`src/rtl/mac_pkg.sv`:
```
// Shared definitions for the streaming MAC: accumulator limit helpers,
// the saturating-add result record and the width legality rule.
package mac_pkg;

   localparam int MAX_ACC_W = 64;

   typedef struct packed {
      logic [MAX_ACC_W-1:0] sum;
      logic                 ovf;
   } sat_res_t;

   // Bit patterns of the accumulator limits, right-aligned in MAX_ACC_W bits.
   function automatic logic [MAX_ACC_W-1:0] MAX_S(input int w);
      return (64'd1 << (w - 1)) - 64'd1;
   endfunction

   function automatic logic [MAX_ACC_W-1:0] MIN_S(input int w);
      return 64'd1 << (w - 1);
   endfunction

   function automatic logic [MAX_ACC_W-1:0] MAX_U(input int w);
      return (w >= MAX_ACC_W) ? '1 : (64'd1 << w) - 64'd1;
   endfunction

   function automatic bit widths_legal(input int a_w, input int b_w, input int acc_w);
      return (acc_w >= a_w + b_w) && (acc_w <= MAX_ACC_W);
   endfunction

endpackage

```
`src/rtl/mac_sat_add.sv`:
```
// Combinational accumulator adder: acc + extended product, with overflow
// detection and optional clamping to the representable range.
module mac_sat_add
   import mac_pkg::*;
#(
   parameter int ACC_W    = 40,
   parameter int PROD_W   = 32,
   parameter bit SIGNED   = 1'b1,
   parameter bit SATURATE = 1'b1
) (
   input  logic [ACC_W-1:0]  acc,
   input  logic [PROD_W-1:0] prod,
   output logic [ACC_W-1:0]  sum,
   output logic              ovf
);

   localparam logic [MAX_ACC_W-1:0] MAX_S_V = MAX_S(ACC_W);
   localparam logic [MAX_ACC_W-1:0] MIN_S_V = MIN_S(ACC_W);
   localparam logic [MAX_ACC_W-1:0] MAX_U_V = MAX_U(ACC_W);

   logic [ACC_W:0] wide;
   sat_res_t       res;
   logic           unused_sum_bits;

   // One guard bit above the accumulator is enough to see any single-step overflow.
   function automatic sat_res_t clamp(input logic [ACC_W:0] s);
      sat_res_t r;
      r = '0;
      r.ovf = SIGNED ? (s[ACC_W] ^ s[ACC_W-1]) : s[ACC_W];
      r.sum[ACC_W-1:0] = s[ACC_W-1:0];
      if (r.ovf && SATURATE) begin
         if (!SIGNED)
            r.sum[ACC_W-1:0] = MAX_U_V[ACC_W-1:0];
         else if (s[ACC_W])
            r.sum[ACC_W-1:0] = MIN_S_V[ACC_W-1:0];
         else
            r.sum[ACC_W-1:0] = MAX_S_V[ACC_W-1:0];
      end
      return r;
   endfunction

   if (SIGNED) begin : g_signed
      logic signed [ACC_W:0] wide_s;
      assign wide_s = (ACC_W+1)'($signed(acc)) + (ACC_W+1)'($signed(prod));
      assign wide   = wide_s;
   end else begin : g_unsigned
      assign wide = (ACC_W+1)'(acc) + (ACC_W+1)'(prod);
   end

   assign res             = clamp(wide);
   assign sum             = res.sum[ACC_W-1:0];
   assign ovf             = res.ovf;
   assign unused_sum_bits = ^res.sum;

endmodule

```
`src/rtl/mac_stream_pipe.sv`:
```
// Pipelined streaming multiply-accumulate: operand register, product register,
// accumulate/output stage; one frame sum per in_last, with backpressure.
module mac_stream_pipe
   import mac_pkg::*;
#(
   parameter int A_W      = 16,
   parameter int B_W      = 16,
   parameter int ACC_W    = 40,
   parameter bit SIGNED   = 1'b1,
   parameter bit SATURATE = 1'b1,
   parameter int CNT_W    = 16
) (
   input  logic             clk,
   input  logic             reset,
   input  logic             clear,
   input  logic             in_valid,
   output logic             in_ready,
   input  logic [A_W-1:0]   in_a,
   input  logic [B_W-1:0]   in_b,
   input  logic             in_last,
   output logic             out_valid,
   input  logic             out_ready,
   output logic [ACC_W-1:0] out_data,
   output logic             out_overflow,
   output logic [CNT_W-1:0] out_count
);

   localparam int PROD_W = A_W + B_W;

   if (!widths_legal(A_W, B_W, ACC_W)) begin : g_bad_widths
      $error("mac_stream_pipe: ACC_W must be >= A_W+B_W and <= %0d", MAX_ACC_W);
   end

   logic              adv;
   logic              accept;
   logic              vld_p0, last_p0;
   logic [A_W-1:0]    a_p0;
   logic [B_W-1:0]    b_p0;
   logic [PROD_W-1:0] prod_c;
   logic              vld_p1, last_p1;
   logic [PROD_W-1:0] prod_p1;
   logic [ACC_W-1:0]  acc_p2;
   logic              ovf_p2;
   logic [CNT_W-1:0]  cnt_p2;
   logic [ACC_W-1:0]  sum_c;
   logic              sum_ovf_c;
   logic              ovf_next;
   logic [CNT_W-1:0]  cnt_next;

   function automatic logic [CNT_W-1:0] cnt_inc(input logic [CNT_W-1:0] c);
      return (&c) ? c : c + 1'b1;
   endfunction

   // A held result freezes every stage so nothing in flight is lost.
   assign adv      = !out_valid || out_ready;
   assign in_ready = adv && !clear;
   assign accept   = in_valid && in_ready;

   // ---- p0: operand capture / p1: product ----
   always_ff @(posedge clk or posedge reset) begin
      if (reset) begin
         vld_p0  <= 1'b0;
         last_p0 <= 1'b0;
         vld_p1  <= 1'b0;
         last_p1 <= 1'b0;
      end else if (clear) begin
         vld_p0 <= 1'b0;
         vld_p1 <= 1'b0;
      end else if (adv) begin
         vld_p0  <= accept;
         last_p0 <= accept && in_last;
         vld_p1  <= vld_p0;
         last_p1 <= last_p0;
      end
   end

   always_ff @(posedge clk) begin
      if (accept) begin
         a_p0 <= in_a;
         b_p0 <= in_b;
      end
      if (adv && vld_p0)
         prod_p1 <= prod_c;
   end

   if (SIGNED) begin : g_smul
      logic signed [PROD_W-1:0] prod_s;
      assign prod_s = PROD_W'($signed(a_p0)) * PROD_W'($signed(b_p0));
      assign prod_c = prod_s;
   end else begin : g_umul
      assign prod_c = PROD_W'(a_p0) * PROD_W'(b_p0);
   end

   // ---- p2: accumulate and frame output ----
   mac_sat_add #(
      .ACC_W    (ACC_W),
      .PROD_W   (PROD_W),
      .SIGNED   (SIGNED),
      .SATURATE (SATURATE)
   ) u_sat_add (
      .acc  (acc_p2),
      .prod (prod_p1),
      .sum  (sum_c),
      .ovf  (sum_ovf_c)
   );

   assign ovf_next = ovf_p2 | sum_ovf_c;
   assign cnt_next = cnt_inc(cnt_p2);

   always_ff @(posedge clk or posedge reset) begin
      if (reset) begin
         acc_p2       <= '0;
         ovf_p2       <= 1'b0;
         cnt_p2       <= '0;
         out_valid    <= 1'b0;
         out_data     <= '0;
         out_overflow <= 1'b0;
         out_count    <= '0;
      end else if (clear) begin
         acc_p2    <= '0;
         ovf_p2    <= 1'b0;
         cnt_p2    <= '0;
         out_valid <= 1'b0;
      end else if (adv) begin
         out_valid <= vld_p1 && last_p1;
         if (vld_p1) begin
            if (last_p1) begin
               out_data     <= sum_c;
               out_overflow <= ovf_next;
               out_count    <= cnt_next;
               acc_p2       <= '0;
               ovf_p2       <= 1'b0;
               cnt_p2       <= '0;
            end else begin
               acc_p2 <= sum_c;
               ovf_p2 <= ovf_next;
               cnt_p2 <= cnt_next;
            end
         end
      end
   end

endmodule
```
`config.mk`:
```
export PLATFORM = sky130hd
export DESIGN_NAME = mac_stream_pipe
export DESIGN_NICKNAME = d
export VERILOG_FILES = /design/src/rtl/mac_pkg.sv /design/src/rtl/mac_sat_add.sv /design/src/rtl/mac_stream_pipe.sv
export SDC_FILE = /design/constraint.sdc
export NUM_CORES = 1
export LEC_CHECK = 0
export CAP_MARGIN = 10
export CORE_MARGIN = 10
export CORE_UTILIZATION = 40
export DETAILED_ROUTE_END_ITERATION = 8
export DONT_BUFFER_PORTS = 1
export PLACE_DENSITY = 0.6
export SLEW_MARGIN = 10
export SYNTH_ARGS = -nofsm -noshare
export SYNTH_HDL_FRONTEND = slang
export SYNTH_HIERARCHICAL = 1
export SYNTH_SLANG_ARGS = --single-unit
```
`constraint.sdc`:
```
create_clock -name clk -period 9.15 [get_ports clk]
set_input_delay 1.83 -clock clk [delete_from_list [all_inputs] [get_ports clk]]
set_output_delay 1.83 -clock clk [all_outputs]
set_load 0.005 [all_outputs]
```
==> results of run 1 <==
kinds of logic after synthesis:
logic type               count (synthesis)
AND/OR/NAND/NOR                        474
adder cells (fa/ha/maj)                390
buffers and inverters                  369
AO/OA/AOI/OAI                          350
flip-flops                             183
XOR/XNOR                                78
multiplexers                            47
worst reg2reg max path, cell delays in order (launching register included):
cell      delay, ps
edfxtp_1        670
nand2_1         170
inv_1           160
fa_1            560
fa_1            810
fa_1            510
fa_1            500
fa_1            500
inv_1            50
fa_1            470
inv_1            40
ha_1            340
and4_4          210
and3_4          180
a221oi_1        290
a21oi_1         130
a311oi_2        410
a211oi_1        150
or2_1           260
o211ai_1        190
how the worst max path moves through the flow:
stage / end / cells after the start
final: prod_p1[30] / 19
after detailed placement: prod_p1[30] / 19
after floorplan: prod_p1[30] / 20
after CTS: prod_p1[30] / 19
after global placement: prod_p1[30] / 19
after global routing: prod_p1[30] / 19
cells in the final DEF (no fill, tap or decap), types with 5 or more instances in the layout:
cell type,n
a21o_1,42
ha_1,123
nand2_1,198
and3_1,8
a21oi_1,96
a22o_1,40
dfrtp_1,119
and2_1,125
o21ai_1,8
nor2b_1,6
nand4_1,9
o211ai_1,11
o21a_1,5
nor3_1,11
a221oi_1,5
mux2_2,42
nor2_1,50
clkbuf_16,17
fa_1,263
xnor2_1,53
a31oi_1,6
inv_1,300
edfxtp_1,64
a211oi_1,7
o31ai_1,8
o21bai_1,12
nand2b_1,15
mux2i_1,5
nand3_1,19
o21ai_0,75
xor2_1,24
synth_stat cells, types with 51 or more instances:
library cell	n
nand2_1	198
and2_1	126
ha_1	123
xnor2_1	53
nor2_1	51
fa_1	263
clkbuf_1	54
edfxtp_1	64
dfrtp_1	119
o21ai_0	75
a21oi_1	97
inv_1	301
flip-flops by register name, indices dropped and copies added (netlist names), 16 cells and up:
register / cells
a_p0: 16
acc_p2: 40
b_p0: 16
cnt_p2: 16
out_count: 16
out_data: 40
prod_p1: 32
cell type report:
type / instances / area [um^2]
Fill cell: 4567 / 27200
Clock buffer: 20 / 447
Sequential cell: 183 / 4900
Multi-Input combinational cell: 1339 / 12800
Clock inverter: 12 / 110
Tap cell: 615 / 769
Inverter: 301 / 1130
Timing Repair Buffer: 4 / 30.0
report_power, final:
group	switching (uW)	internal (uW)	total [uW]
registers	161	1290	1450
clock network	372	364	736
logic	3310	2460	5760
routing by layer:
metal | global-route usage | up-vias | share of wire
met5 | 0 | - | 0
met4 | 0.0487 | 0 | 0.016
met3 | 0.0345 | 52 | 0.054
met2 | 0.258 | 328 | 0.45
met1 | 0.234 | 6544 | 0.48
li1 | - | 6088 | -
stage by stage:
| stage | power (uW) | cells |
|---|---|---|
| after floorplan | 5970 | 1891 |
| after global placement | 7080 | 2442 |
| after detailed placement | 7230 | 2442 |
| after CTS | 8020 | 2474 |
| after global routing | 8910 | 2474 |
| final | 7950 | 2474 |
==> flow_summary_export.csv, run 1 <==
group,metric,value,unit
synthesis,syn-cell-area,19100,um^2
grt,grt_pass1_wl,75600,um
layout,design_area,20200,um^2
synthesis,post_synth_fa_ha_maj_area_fraction,0.358,
die,dieArea,56900,um^2
clock_tree,cts.sinks,183,
setup_path,ff2ff_setup_slack,2400,ps
timing,setup-violations-final,0,
placed_design,place_worst_setup_slack,2390,ps
clock_tree,cts_buffers,17,
placed_design,numPortBuffers,0,
synthesis,seq_area_frac_synth,0.256,
die,rows,80,
timing,skew,18.9,ps
setup_path,crit_top_cell,"fa_1",
hold_path,whs_endpoint,"acc_p2[25]",
synthesis,async_flop_share,0.650,
clock_tree,cts_setup_buffers,0,
clock_tree,clock_latency,490,ps
timing,slew_headroom,0.410,
drt,drtIter0Drc,821,
setup_path,cp-end-kind,"register",
run_status,status,"completed",
synthesis,synth_ff_type,"dfrtp_1",
synthesis,synth-edff-count,64,
grt,grt_usage,0.168,
pwr,leakage,0.00962,uW
timing,period_needed,6750,ps
synthesis,synth-xor-area-share,0.0367,
timing,hold_viol,0,
setup_path,r2r-end,"prod_p1[30]",
drt,drc_errors,0,
die,core,47400,um^2
grt,grt_max_degree,76,
synthesis,syn_nets,2315,
setup_path,arrival,7070,ps
synthesis,yosysTopAreaCell,"fa_1",
clock_tree,cts_root_buffer,"clkbuf_16",
grt,grt_pass1_vias,13800,
drt,drtAntennaViolNets,0,
setup_path,reg2reg_depth,19,
setup_path,cpMaxStageDelayCell,"fa_1",
setup_path,crit_path_max_incr_delay,810,ps
synthesis,yosysTopAreaCellShare,0.275,
synthesis,synth-compound-area-share,0.122,
hold_path,hold_path.class,"register to register",
drt,wl_per_cell,18.5,um
drt,num_vias,13000,
synthesis,synth_top_family_by_area,"adder cells",
timing,finalHoldWorstSlack,512,ps
drt,via_per_inst,5.26,
clock_tree,h-tree-depth,4,
synthesis,yosys_warnings,6,
die,initial_core_util,0.403,
clock_tree,cts_resized,0,
synthesis,syn_avg_cell_area,10.1,um^2
synthesis,synthTopCellsByArea,"fa_1 28%, dfrtp_1 16%, edfxtp_1 10%",
setup_path,startpoint_type,"register",
setup_path,worstSetupPathType,"register to register",
clock_tree,cts_tree,"yes",
die,die_y,239,um
pwr,pwr_density_cell,393,nW/um^2
setup_path,cp_top_family,"adder cells",
synthesis,yosysUniqueCellTypes,80,
setup_path,crit_fanout,16,
setup_path,required,9470,ps
timing,period_share,0.737,
layout,syn2layout_area_growth,5.74,%
timing,worst_pin_slew,885,ps
clock_tree,ctsHoldBuffers,0,
placed_design,gp_congestion,0.923,
pwr,ir_worst_vdd,0.307,mV
drt,drtPass1Iterations,5,
synthesis,yosys_register_bits,183,
layout,drive_above_1_share,0.0559,
die,io_pins,97,
setup_path,critPathLaunch,"b_p0[1]",
timing,fin_ws,2400,ps
drt,drt_wl_total,45800,um
grt,grt_overflow,0,
synthesis,synthCells,1891,
clock_tree,clock_path_buffers,2,
setup_path,worst-path-buf-inv,3,
placed_design,dp_hpwl,35600,um
layout,final_nets,2270,
die,die_w,239,um
layout,post-route-util,0.426,
hold_path,hp-start,"acc_p2[25]",
layout,antenna_cells,0,
clock_tree,path_clk_slew,80,ps
timing,maxSlewViolCount,0,
timing,setup_tns,0,ps
synthesis,synth_simple_gate_area_share,0.125,
setup_path,path_cells,"nand2_1 > inv_1 > fa_1 > fa_1 > fa_1 > fa_1 > fa_1 > inv_1 > fa_1 > inv_1 > ha_1 > and4_4 > and3_4 > a221oi_1 > a21oi_1 > a311oi_2 > a211oi_1 > or2_1 > o211ai_1",
placed_design,place_area,19700,um^2
timing,fmax,0.148,GHz
hold_path,holdPathStages,1,
setup_path,reg2reg_from,"b_p0[1]",
grt,antenna_found_initial,0,
flow_run,cap_violations,0,
synthesis,synthMuxAreaShare,0.0274,
timing,rsz0062_at_grt,"false",
No activity file was read; power rests on OpenSTA's default activity.
==> run 2, diff against run 1 <==
==> constraint.sdc (replaced) <==
create_clock -name clk -period 6.9 [get_ports clk]
set_input_delay 1.38 -clock clk [delete_from_list [all_inputs] [get_ports clk]]
set_output_delay 1.38 -clock clk [all_outputs]
set_load 0.005 [all_outputs]
==> run 2 against run 1 <==
- core utilization rose by 0.26 points
- clock skew fell by 1.7 ps
- cell area rose by 0.61%
- clock-buffer cell count did not move
- combinational power rose by 33%
- flip-flop and latch count did not move
- register-to-register slack got worse by 2100 ps
- power rose by 34%
- die area did not move
- setup slack got worse by 2100 ps
- final cell count rose by 0.36%
- maximum frequency rose by 2.8%
- largest power group unchanged
==> flow_summary_export.csv, run 2 (synthesis gave the netlist of run 1 again) <==
group,metric,value,unit
die,io_pins,97,
drt,wl_per_cell,18.3,um
layout,drive_above_1_share,0.0605,
clock_tree,clock_path_buffers,2,
grt,antenna_found_initial,0,
setup_path,reg2reg_depth,19,
drt,num_vias,13100,
placed_design,place_area,19700,um^2
setup_path,reg2reg_from,"a_p0[15]",
hold_path,hold_path.class,"register to register",
timing,period_needed,6570,ps
timing,maxSlewViolCount,0,
pwr,power,10600,uW
pwr,p_sw,5080,uW
die,core,47400,um^2
timing,slew_headroom,0.402,
grt,grt_usage,0.165,
layout,final_nets,2281,
layout,reg_top3,"acc_p2 x40, out_data x40, prod_p1 x32",
timing,skew,17.1,ps
grt,grt_pass1_vias,13700,
pwr,p_int,5540,uW
clock_tree,cts_buffers,17,
hold_path,whs_endpoint,"acc_p2[9]",
clock_tree,ctsHoldBuffers,0,
drt,drtPass1Iterations,5,
die,rows,80,
drt,drtAntennaViolNets,0,
drt,drtIter0Drc,805,
layout,final_common_cell,"inv_1",
pwr,switching_share,0.478,
layout,design_area,20300,um^2
setup_path,arrival,6790,ps
pwr,seq_power_share,0.181,
layout,antenna_cells,0,
pwr,combPwrFrac,0.720,
clock_tree,clock_latency,490,ps
pwr,ir_worst_vdd,0.445,mV
setup_path,startpoint_type,"register",
setup_path,r2r-end,"prod_p1[31]",
drt,drc_errors,0,
pwr,pwr_density_cell,522,nW/um^2
timing,setup-violations-final,0,
placed_design,dp_hpwl,35500,um
setup_path,ff2ff_setup_slack,330,ps
clock_tree,cts_tree,"yes",
timing,worst_pin_slew,898,ps
drt,drt_wl_total,45500,um
die,initial_core_util,0.403,
timing,setup_tns,0,ps
pwr,power_frac_clock,0.099,
drt,via_per_inst,5.27,
timing,period_share,0.952,
timing,fmax,0.152,GHz
setup_path,worstSetupPathType,"register to register",
layout,syn2layout_area_growth,6.38,%
die,die_w,239,um
clock_tree,cts_resized,0,
timing,rsz0062_at_grt,"false",
flow_run,cap_violations,0,
hold_path,holdPathStages,1,
grt,grt_max_degree,76,
hold_path,hp-start,"acc_p2[9]",
layout,final_cell_mix,"300 x inv_1, 263 x fa_1, 198 x nand2_1",
timing,hold_viol,0,
pwr,leakage,0.00969,uW
run_status,status,"completed",
clock_tree,h-tree-depth,4,
setup_path,cp-end-kind,"register",
setup_path,required,7120,ps
grt,grt_overflow,0,
die,dieArea,56900,um^2
clock_tree,cts_root_buffer,"clkbuf_16",
setup_path,crit_fanout,16,
clock_tree,cts.sinks,183,
clock_tree,path_clk_slew,80,ps
placed_design,numPortBuffers,0,
die,die_y,239,um
clock_tree,cts_setup_buffers,0,
grt,grt_pass1_wl,74900,um
placed_design,gp_congestion,0.872,
[run 2: changes by cell type in the layout (fill, tap and decap cells not counted), sizes merged]
cell,delta
clkinv,-2
buf,+11
bufinv,+2
inv,-2
[run 2: worst max path at each step]
stage,slack (ps),cells after the start,from,endpoint
2_1_floorplan,580,20,a_p0[15],prod_p1[30]
3_3_place_gp,510,18,a_p0[15],prod_p1[31]
3_5_place_dp,370,19,a_p0[15],prod_p1[31]
4_1_cts,350,19,a_p0[15],prod_p1[31]
5_1_grt,9,19,a_p0[15],prod_p1[31]
6_report,330,19,a_p0[15],prod_p1[31]
[run 2: metrics by stage]
| stage | std cells | utilization | worst slack, ps | hold WS [ps] |
|---|---|---|---|---|
| 3_3_place_gp | 2453 | 0.416 | 514 | 488 |
| 3_5_place_dp | 2453 | 0.416 | 371 | 500 |
| 4_1_cts | 2483 | 0.429 | 351 | 520 |
| 5_1_grt | 2483 | 0.429 | 8.98 | 538 |
| 6_report | 2483 | 0.429 | 333 | 517 |
| 2_1_floorplan | 1891 | - | 580 | 473 |
[run 2: area by class of cell]
| class | count | area (um^2) |
|---|---|---|
| fillers | 4557 | 27100 |
| multi-input cells | 1339 | 12800 |
| flip-flops and latches | 183 | 4900 |
| inverters | 301 | 1130 |
| well taps | 615 | 769 |
| clock buffers | 20 | 458 |
| clock inverters | 10 | 139 |
| repair buffers | 15 | 113 |
[run 2: worst max-delay path: stages (launching register included)]
cell      delay, ps
edfxtp_1        600
nand2_1         200
inv_1           100
fa_1            710
fa_1            490
fa_1            490
fa_1            500
fa_1            490
inv_1            50
fa_1            470
inv_1            40
ha_1            350
a21o_1          220
a31o_2          210
a221oi_1        380
o22ai_2         200
a221oi_4        350
o211ai_1        140
a21oi_1         180
xnor2_1          90
[run 2: layer usage]
metal | track usage | up-vias | wire length (um)
met1 | 0.232 | 6604 | 22000
met5 | 0 | - | 0
li1 | - | 6106 | -
met4 | 0.0429 | 0 | 656
met2 | 0.255 | 332 | 20300
met3 | 0.0339 | 44 | 2530
[run 2: power by group through the flow]
stage | logic [uW] | registers (uW) | clock network [uW]
floorplan | 6070 | 1840 | 0
global placement | 7420 | 1960 | 0
detailed placement | 7620 | 1960 | 0
CTS | 7670 | 1940 | 1080
global route | 8730 | 1960 | 1130
finish | 7650 | 1920 | 1050
==> run 3, diff against run 2 <==
--- a/config.mk
+++ b/config.mk
@@ -11,7 +11,7 @@
 export DETAILED_ROUTE_END_ITERATION = 8
 export DONT_BUFFER_PORTS = 1
 export PLACE_DENSITY = 0.6
-export SLEW_MARGIN = 10
+export SLEW_MARGIN = 30
 export SYNTH_ARGS = -nofsm -noshare
 export SYNTH_HDL_FRONTEND = slang
 export SYNTH_HIERARCHICAL = 1
==> results of run 3 <==
No change in the layout: final DEF, timing and power equal those of run 2.
